**config.mk**
```make
export PLATFORM = sky130hd
export DESIGN_NAME = sd_decim3
export DESIGN_NICKNAME = d
export VERILOG_FILES = /design/src/rtl/sd_pkg.sv /design/src/rtl/cic_integrator.sv /design/src/rtl/sd_decim3.sv
export SDC_FILE = /design/constraint.sdc
export NUM_CORES = 1
export LEC_CHECK = 0
export CAP_MARGIN = 20
export CORE_UTILIZATION = 50
export CTS_BUF_LIST = sky130_fd_sc_hd__clkbuf_8
export DETAILED_ROUTE_END_ITERATION = 10
export PLACE_DENSITY = 0.62
export SKIP_CTS_REPAIR_TIMING = 1
export SYNTH_ARGS = -nofsm -noshare
export SYNTH_HDL_FRONTEND = slang
export SYNTH_SLANG_ARGS = --single-unit
export TNS_END_PERCENT = 5
```
**constraint.sdc**
```tcl
create_clock -name clk -period 12.9 [get_ports clk]
set_clock_uncertainty 0.05 [all_clocks]
set_input_delay 1.935 -clock clk [delete_from_list [all_inputs] [get_ports clk]]
set_output_delay 1.935 -clock clk [all_outputs]
set_load 0.1 [all_outputs]
```
**src/rtl/sd_pkg.sv**
```systemverilog
// sd_pkg: shared definitions for the sigma-delta receive path.
//   sd_ow()      - internal/output word width of a sinc3 decimator for a given log2(R)
//   SD_POS/NEG   - numeric values of bitstream bits 1 and 0
//   sd_sample_t  - signed sample word at the default decimation ratio, for downstream stages
`timescale 1ns/1ps
package sd_pkg;

  // Third-order CIC bit growth is 3*log2(R); +2 covers the +/-R**3 full-scale
  // swing including its positive endpoint.
  function automatic int sd_ow(input int log2r);
    return 3 * log2r + 2;
  endfunction

  localparam int SD_POS = 1;
  localparam int SD_NEG = -1;

  localparam int SD_LOG2R = 6;
  localparam int SD_OW    = sd_ow(SD_LOG2R);

  typedef logic signed [SD_OW-1:0] sd_sample_t;

endpackage

```
**src/rtl/cic_integrator.sv**
```systemverilog
// cic_integrator: one enabled accumulator stage of a CIC filter.
//   clk   - clock
//   rst_n - asynchronous active-low reset, clears the accumulator
//   en    - accumulate din on this edge
//   din   - addend (modulo 2**W)
//   acc   - accumulator value; wraps freely
`timescale 1ns/1ps
module cic_integrator
  import sd_pkg::*;
#(
  parameter int W = SD_OW
) (
  input  logic         clk,
  input  logic         rst_n,
  input  logic         en,
  input  logic [W-1:0] din,
  output logic [W-1:0] acc
);

  always_ff @(posedge clk or negedge rst_n) begin
    if (!rst_n) begin
      acc <= '0;
    end else if (en) begin
      acc <= acc + din;
    end
  end

endmodule

```
**src/rtl/sd_decim3.sv**
```systemverilog
// sd_decim3: third-order CIC (sinc3) decimator for a 1-bit sigma-delta stream.
//   clk       - clock (modulator bit rate)
//   rst_n     - asynchronous active-low reset
//   bs_in     - bitstream bit, 1 = +1, 0 = -1
//   bs_valid  - bs_in is accepted this cycle
//   sd_out    - signed decimated sample, OW bits, held between pulses
//   out_valid - one-cycle strobe marking a new sd_out
`timescale 1ns/1ps
module sd_decim3
  import sd_pkg::*;
#(
  parameter int LOG2R = 6
) (
  input  logic                          clk,
  input  logic                          rst_n,
  input  logic                          bs_in,
  input  logic                          bs_valid,
  output logic signed [sd_ow(LOG2R)-1:0] sd_out,
  output logic                          out_valid
);

  localparam int OW = sd_ow(LOG2R);

  logic [OW-1:0]        x;
  logic [3:0][OW-1:0]   chain;    // chain[0] = x, chain[k] = integrator k output
  logic [LOG2R-1:0]     cnt;
  logic                 window_end;
  logic [OW-1:0]        dec_reg;
  logic                 dec_strobe;
  logic [OW-1:0]        d1, d2, d3;
  logic [OW-1:0]        c1, c2, c3;

  assign x        = bs_in ? OW'(SD_POS) : OW'(SD_NEG);
  assign chain[0] = x;

  // Each stage adds the pre-edge output of the previous one, so the cascade
  // is a pure register pipeline with no combinational adder chain.
  generate
    for (genvar gi = 0; gi < 3; gi++) begin : g_int
      cic_integrator #(.W(OW)) u_int (
        .clk   (clk),
        .rst_n (rst_n),
        .en    (bs_valid),
        .din   (chain[gi]),
        .acc   (chain[gi+1])
      );
    end
  endgenerate

  assign window_end = bs_valid && (cnt == {LOG2R{1'b1}});

  always_ff @(posedge clk or negedge rst_n) begin
    if (!rst_n) begin
      cnt        <= '0;
      dec_reg    <= '0;
      dec_strobe <= 1'b0;
    end else begin
      if (bs_valid) begin
        cnt <= cnt + 1'b1;          // natural wrap from R-1 to 0
      end
      if (window_end) begin
        dec_reg <= chain[3];
      end
      dec_strobe <= window_end;
    end
  end

  // Comb section runs at the decimated rate; differences are modulo 2**OW,
  // which cancels any integrator wrap-around.
  assign c1 = dec_reg - d1;
  assign c2 = c1 - d2;
  assign c3 = c2 - d3;

  always_ff @(posedge clk or negedge rst_n) begin
    if (!rst_n) begin
      d1        <= '0;
      d2        <= '0;
      d3        <= '0;
      sd_out    <= '0;
      out_valid <= 1'b0;
    end else begin
      out_valid <= dec_strobe;
      if (dec_strobe) begin
        d1     <= dec_reg;
        d2     <= c1;
        d3     <= c2;
        sd_out <= signed'(c3);
      end
    end
  end

endmodule

```
# --- Word-level counts from Yosys, hierarchy flattened ---
# Index checks and enable logic that the tools add are counted.
classes:
  addsub: 7
  n_eq_ne: 1
  mux: 1
  n_reduce_logical: 1
op_table:
  columns: ["op", "n"]
  rows:
  - ["adder 20 bit", 3]
  - ["subtractor 20 bit", 3]
  - ["two-way mux 20 bit", 1]
  - ["adder 6 x 1 -> 6 bit, second input constant", 1]
  - ["== test 6 bit, second input constant", 1]
  - ["logical AND 1 bit", 1]
word_totals:
  ff_bits: 168
  in_bits: 4
  output_inout_bits: 21
  wordCells: 21

# --- Longest topological paths before layout ---
# Gate-level depths: netlist of the first run.
depth:
  ltp_word: 3
  depth_mapped: 26
  mapped_depth_nobuf: 26

# --- Cells and area by module ---
# From an unflattened synthesis of the first run, not the netlist that was laid out.
unflattened:
  hier_cells: 1236
  hier_area_um2: 11743.8
by_module_without_submodules:
  columns: ["module", "n_inst", "cells_per_inst", "area_per_inst_um2", "seq_area_each_um2"]
  rows:
  - ["sd_decim3", 1, 678, 6542.5, 2702.6]
  - ["cic_integrator (g_int[1].u_int ...)", 2, 186, 1725.4, 500.5]
  - ["cic_integrator (g_int[0].u_int)", 1, 186, 1750.4, 500.5]

# --- Worst setup path after synthesis of the first run ---
# Ideal clock, no wire load.
synth_path:
  kind: "reg-to-reg"
  startpoint: "reg dec_reg[0]"
  endpoint: "reg sd_out[19]"
  setup_time_ns: 0.126
  arrival_time_ns: 4.573
  required_ns: 12.724
  slack_ns: 8.150
  path_stages_with_launch: 26
  path_buffers: 0
  synth_period_minus_slack_ns: 4.750
  cell_sequence: "dfrtp_1 -> inv_1 -> ha_1 -> fa_1 -> nor2b_1 -> o21a_1 -> o21ai_0 -> a21boi_1 -> a21oi_1 -> xnor2_1 -> ha_1 -> a21o_1 -> a21oi_1 -> nand2_1 -> o221ai_1 -> xnor2_1 -> ha_1 -> a21o_1 -> a21oi_1 -> inv_1 -> o21ai_0 -> o21ai_1 -> a211o_1 -> nand4_1 -> a21oi_1 -> a311o_1"
synth_between:
  elab_chain_len: 3
synth_lines:
  columns: ["item", "line", "text"]
  rows:
  - ["start, declared", "sd_decim3.sv:28", "logic [OW-1:0] dec_reg;"]
  - ["start signal, assigned", "sd_decim3.sv:62", "dec_reg <= chain[3];"]
  - ["subtractor 20 bit", "sd_decim3.sv:70", "assign c1 = dec_reg - d1;"]
  - ["via c1[8]", "sd_decim3.sv:31", "logic [OW-1:0] c1, c2, c3;"]
  - ["subtractor 20 bit", "sd_decim3.sv:71", "assign c2 = c1 - d2;"]
  - ["via c2[12]", "sd_decim3.sv:31", null]
  - ["subtractor 20 bit", "sd_decim3.sv:72", "assign c3 = c2 - d3;"]
  - ["end signal, assigned", "sd_decim3.sv:87", "sd_out <= signed'(c3);"]
  - ["end, declared", "sd_decim3.sv:18", "output logic signed [sd_ow(LOG2R)-1:0] sd_out,"]
# The timed path passes the listed nets, and every way through them passes these cells.
# A chain may end at the register's enable or synchronous reset.

# --- Worst setup path after layout of the first run ---
# Ends and elaborated chain as after synthesis.

==> results.sh, run 1 <==
export IMPL_dp_cells=1500
export IMPL_io_buffer_count=24
export IMPL_status="finished with violations"
export IMPL_rsz0062_at_grt="no"
export IMPL_regMostFlops="g_int.u_int.acc"
export IMPL_cap_viol_max_count=0
export IMPL_ys_seq_area_share_pct=36.6
export IMPL_dieArea_um2=23600
export IMPL_layout_commonest_cell="dfrtp_1"
export IMPL_cts_sinks=168
export IMPL_maxSlewViolCount=0
export IMPL_wl_per_cell_um=13.4
export IMPL_required_ns=13.20
export IMPL_clock_root_buffer="clkbuf_8"
export IMPL_synth_top_family_by_area="compound AO/OA/AOI/OAI gates"
export IMPL_post_dp_hpwl_um=15100
export IMPL_grtUsageTotal_pct=18.4
export IMPL_use_met3_pct=2.96
export IMPL_synthMuxAreaShare_pct=7.65
export IMPL_worstPathArrival_ns=5.67
export IMPL_layout_area_overhead_vs_synth_pct=8.17
export IMPL_core_area_um2=22600
export IMPL_finalNetCount=1358
export IMPL_period_minus_slack_ns=5.37
export IMPL_grt_pass1_vias=7936
export IMPL_routed_wl_um=20500
export IMPL_crit_family="compound AO/OA/AOI/OAI gates"
export IMPL_synth_avg_cell_area_um2=9.48
export IMPL_ys_types=68
export IMPL_vias=8324
export IMPL_gp_congestion=0.847
export IMPL_initial_core_util_pct=51.0
export IMPL_num_io_pins=25
export IMPL_antenna_diode_count=0
export IMPL_syn_area_um2=11500
export IMPL_maxSlewHeadroom_pct=35.4
export IMPL_mostFrequentLayoutCells="167 x dfrtp_1, 114 x ha_1, 109 x nand2_1, 96 x inv_1, 83 x o21ai_0"
export IMPL_gr_usage_met1_pct=22.7
export IMPL_synth_warnings=0
export IMPL_synth_adder_area_share_pct=13.4
export IMPL_die_height_um=154
export IMPL_fin_util_pct=55.1
export IMPL_clockBufferDepth=2
export IMPL_ys_flop_type="dfrtp_1"
export IMPL_die_w_um=154
export IMPL_ys_top_cells_by_area="dfrtp_1 37%, ha_1 12%, mux2_2 7.3%"
export IMPL_synth_xor_area_share_pct=7.01
export IMPL_startpoint_type="register"
export IMPL_grt_busiest_layer="met2"
export IMPL_syn_inst=1213
export IMPL_grt_max_degree=101
export IMPL_fin_tns_setup_ns=0
export IMPL_clkTransAtPathRegs_ns=0.10
export IMPL_cts_tree="built"
export IMPL_numCtsBuffers=17
export IMPL_setup_viol=0
export IMPL_max_stage_delay_ns=0.41
export IMPL_dr_first_iter_drc_count=249
export IMPL_grt_met2_usage_pct=33.0
export IMPL_hold_viol_final=0
export IMPL_stdcell_count=1532
export IMPL_antenna_found_initial=0
export IMPL_worstSetupPathType="reg2reg"
export IMPL_syn_nets=1337
export IMPL_drc_errors=2
export IMPL_drive_gt1_share_pct=10.6
export IMPL_async_flop_share_pct=100
export IMPL_cp_buffers_inverters=2
export IMPL_htree_num_levels=4
export IMPL_cp_slowest_cell="fa_1"
export IMPL_worst_pin_slew_ns=0.967
export IMPL_critPathMostFrequentCell="a21oi_1"
export IMPL_synth_area_leader_cell="dfrtp_1"
export IMPL_rows=55
export IMPL_drt_pass1_iterations=8
export IMPL_place_ws_ns=7.44
export IMPL_min_path_type="reg2reg"
export IMPL_cp_end_kind="register"
export IMPL_timing_fmax_ghz=0.186
export IMPL_vias_per_cell=5.43
export IMPL_largest_register_ffs=60
export IMPL_grt_pass1_wl_um=36000
export IMPL_ant_nets=0
export IMPL_ys_ff_latch=168
export IMPL_synth_compound_area_share_pct=19.2
export IMPL_synth_top_cell_area_share_pct=36.6
export IMPL_fin_crit_sh_pct=41.6
export IMPL_synth_edf_count=0
export IMPL_critPathMaxFanout=5
export IMPL_post_route_worst_setup_slack_ns=7.53
export IMPL_n_fill_cell=2084
export IMPL_worst_skew_pair_late_latency_ns=0.46
export IMPL_violations="DRC"
export IMPL_synth_simple_area_share_pct=12.1
export IMPL_overflow=0
[path summary, 6_finish.rpt]
check | from | end | slack, ns | depth (start not counted)
worst max-delay path | dec_reg[0] | sd_out[19] | 7.53 | 25
worst min-delay path | cnt[5] | cnt[5] | 0.44 | 1
worst max register to register | dec_reg[0] | sd_out[19] | 7.53 | 25
worst min register to register | cnt[5] | cnt[5] | 0.44 | 1
max in group asynchronous | rst_n | dec_strobe | 9.85 | 2
min in group asynchronous | rst_n | sd_out[3] | 1.48 | 1
[cell families (layout without fill, tap and decap cells)]
| kind of cell | after synthesis | after routing |
|---|---|---|
| xor gates and xnor gates | 92 | 92 |
| DFF | 168 | 168 |
| buffers and inverters | 126 | 160 |
| muxes | 78 | 78 |
| AOI/OAI and AO/OA | 340 | 340 |
| adders and majority gates | 120 | 120 |
| and+or+nand+nor | 289 | 289 |
[synthesized netlist by cell type (9+ instances only)]
library cell    n
a211oi_1       12
a21o_1         54
a21oi_1        73
a31oi_1        10
and3_1         11
buf_1           9
clkbuf_1       20
dfrtp_1       168
ha_1          114
inv_1          96
mux2_2         75
nand2_1       109
nand2b_1       11
nand3_1        27
nor2_1         48
nor2b_1        16
nor3_1         25
o21a_1         16
o21ai_0        83
o21ai_1        11
o21bai_1       14
o31ai_1        14
xnor2_1        67
xor2_1         25
[stage by stage]
step | hold slack, ns | area [um2]
floorplan | 0.302 | 11500
global placement | 0.409 | 12000
detailed placement | 0.420 | 12000
CTS | 0.442 | 12400
global route | 0.448 | 12400
finish | 0.435 | 12400
[cell type report]
cell class                 instances  area [um2]  area share (%)
clock buffer                      17         234            1.88
clock inverter                    15         165            1.33
inverter                          97         364            2.93
multi-input combinational        919        6820            54.9
sequential                       168        4210            33.8
tap                              285         357            2.87
timing repair buffer              31         289            2.32
[per-layer routing]
| metal | up-vias | routed length (um) |
|---|---|---|
| li1 | 4376 | - |
| met1 | 3855 | 9900 |
| met2 | 75 | 10000 |
| met3 | 18 | 350 |
| met4 | 0 | 266 |
| met5 | - | 0 |
Power of run 1 is not shown: default switching activity piles up to over one toggle a cycle in this logic, so the estimate is an artifact.
==> run 2: changes to the inputs <==
- PLACE_DENSITY: 0.62 -> 0.65
- clock period: 12.9 -> 4.49 ns (I/O delays scaled with it)
==> run 2 against run 1 <==
  * The flow finishes with violations (setup timing)
  * Routed wire length grew 6.5%
  * Worst hold slack lost 0.22 ns
  * Register-to-register slack lost 7.7 ns
  * Global-route usage grew 1.3 points
  * Die area is the same
  * Highest routed layer unchanged
==> results.sh, run 2 (synthesized netlist as in run 1, its figures left out) <==
export IMPL_placed_area_um2=12900
export IMPL_largest_register_ffs=60
export IMPL_antenna_diode_count=0
export IMPL_routed_wl_um=21800
export IMPL_fin_tns_setup_ns=-0.605
export IMPL_wl_per_cell_um=13.2
export IMPL_fin_crit_sh_pct=105
export IMPL_status="finished with violations"
export IMPL_mostFrequentLayoutCells="167 x dfrtp_1, 129 x buf_4, 108 x nand2_1, 107 x ha_1, 94 x inv_1"
export IMPL_worst_pin_slew_ns=0.972
export IMPL_io_buffer_count=24
export IMPL_startpoint_type="register"
export IMPL_cts_sinks=168
export IMPL_ant_nets=0
export IMPL_timing_fmax_ghz=0.213
export IMPL_post_route_worst_setup_slack_ns=-0.206
export IMPL_clkTransAtPathRegs_ns=0.11
export IMPL_drc_errors=0
export IMPL_setup_viol=5
export IMPL_htree_num_levels=4
export IMPL_initial_core_util_pct=51.0
export IMPL_cap_viol_max_count=0
export IMPL_worst_skew_pair_late_latency_ns=0.48
export IMPL_regMostFlops="g_int.u_int.acc"
export IMPL_grt_pass1_vias=8823
export IMPL_hold_viol_final=0
export IMPL_layout_area_overhead_vs_synth_pct=18.9
export IMPL_worstPathArrival_ns=5.02
export IMPL_max_stage_delay_ns=0.39
export IMPL_rows=55
export IMPL_die_height_um=154
export IMPL_cp_end_kind="register"
export IMPL_reg2reg_to="sd_out[19]"
export IMPL_clockBufferDepth=2
export IMPL_worstSetupPathType="reg2reg"
export IMPL_core_area_um2=22600
export IMPL_antenna_found_initial=0
export IMPL_required_ns=4.82
export IMPL_critPathMostFrequentCell="a21oi_2"
export IMPL_layout_commonest_cell="dfrtp_1"
export IMPL_grt_max_degree=93
export IMPL_r2r_cells=23
export IMPL_maxSlewHeadroom_pct=35.0
export IMPL_dieArea_um2=23600
export IMPL_vias=8909
export IMPL_cp_slowest_cell="dfrtp_1"
export IMPL_num_io_pins=25
export IMPL_grt_pass1_wl_um=38700
export IMPL_grtUsageTotal_pct=19.7
export IMPL_n_fill_cell=1957
export IMPL_r2r_slack_ns=-0.21
export IMPL_clock_root_buffer="clkbuf_8"
export IMPL_drive_gt1_share_pct=22.9
export IMPL_gp_congestion=0.854
export IMPL_vias_per_cell=5.39
export IMPL_post_dp_hpwl_um=15900
export IMPL_maxSlewViolCount=0
export IMPL_violations="setup timing"
export IMPL_crit_chain="inv_1 > ha_1 > nor2b_1 > o2111ai_2 > nand3_2 > a31o_2 > a21oi_2 > xnor2_2 > ha_1 > and3_4 > nand2_1 > o21ba_2 > o21bai_1 > a21oi_2 > xnor2_2 > ha_4 > a21oi_2 > o2111a_1 > o21ai_2 > a211o_1 > nand4_1 > a21oi_1 > a311o_1"
export IMPL_numCtsBuffers=17
export IMPL_min_path_type="in2async"
export IMPL_rsz0062_at_grt="yes"
export IMPL_period_minus_slack_ns=4.70
export IMPL_dr_first_iter_drc_count=343
export IMPL_finalNetCount=1480
export IMPL_die_w_um=154
export IMPL_cts_tree="built"
export IMPL_timing_rr_start="d1[1]"
export IMPL_overflow=0
export IMPL_critPathMaxFanout=4
export IMPL_fin_area_um2=13700
export IMPL_drt_pass1_iterations=4
[run 2: final cells by class]
type                    count  area [um2]  share of cell area (%)
flip-flops and latches    168        4210                    30.8
clock buffers              17         234                    1.71
inverters                  97         364                    2.66
well taps                 285         357                    2.61
multi-input cells         919        7130                    52.2
clock inverters            15         176                    1.29
repair buffers            153        1200                    8.81
[run 2: worst max-delay path: cells and delay by family (launching register included)]
family / cells / cell delay (ns)
compound gates: 12 / 2.19
xor+xnor: 2 / 0.33
fa+ha+maj: 3 / 0.86
buf+inv: 1 / 0.07
flops: 1 / 0.39
simple gates: 5 / 0.68
[run 2: worst max path at each step]
stage | from | endpoint | slack (ns) | depth (start not counted)
finish | d1[1] | sd_out[19] | -0.21 | 23
global route | dec_reg[0] | sd_out[19] | -0.54 | 24
CTS | d1[0] | sd_out[19] | -0.46 | 24
detailed placement | d1[0] | sd_out[19] | -0.44 | 24
global placement | d1[0] | sd_out[19] | -0.38 | 24
floorplan | d1[0] | sd_out[19] | -0.09 | 24
[run 2: metal layers]
| layer | GRT usage [%] | vias to the layer above | share of wire [%] |
|---|---|---|---|
| met4 | 6.10 | 0 | 1.6 |
| li1 | - | 4620 | - |
| met3 | 3.27 | 24 | 1.6 |
| met5 | 0 | - | 0 |
| met2 | 35.6 | 64 | 51 |
| met1 | 23.8 | 4201 | 46 |
[run 2: per-stage QoR]
stage | setup WS [ns] | util, % | cells | hold slack [ns]
6_report | -0.206 | 60.6 | 1654 | 0.214
5_1_grt | -0.544 | 60.6 | 1654 | 0.280
4_1_cts | -0.464 | 59.1 | 1646 | 0.240
3_5_place_dp | -0.437 | 57.3 | 1614 | 0.425
3_3_place_gp | -0.377 | 57.3 | 1614 | 0.410
2_1_floorplan | -0.0853 | - | 1213 | 0.302
Power of run 2 is left out for the same reason.
==> run 3: changes to the inputs <==
- GPL_ROUTABILITY_DRIVEN: unset -> 0
==> results of run 3 <==
Final layout, timing and power as in run 2 (identical DEF).
Power of run 3 is left out for the same reason.
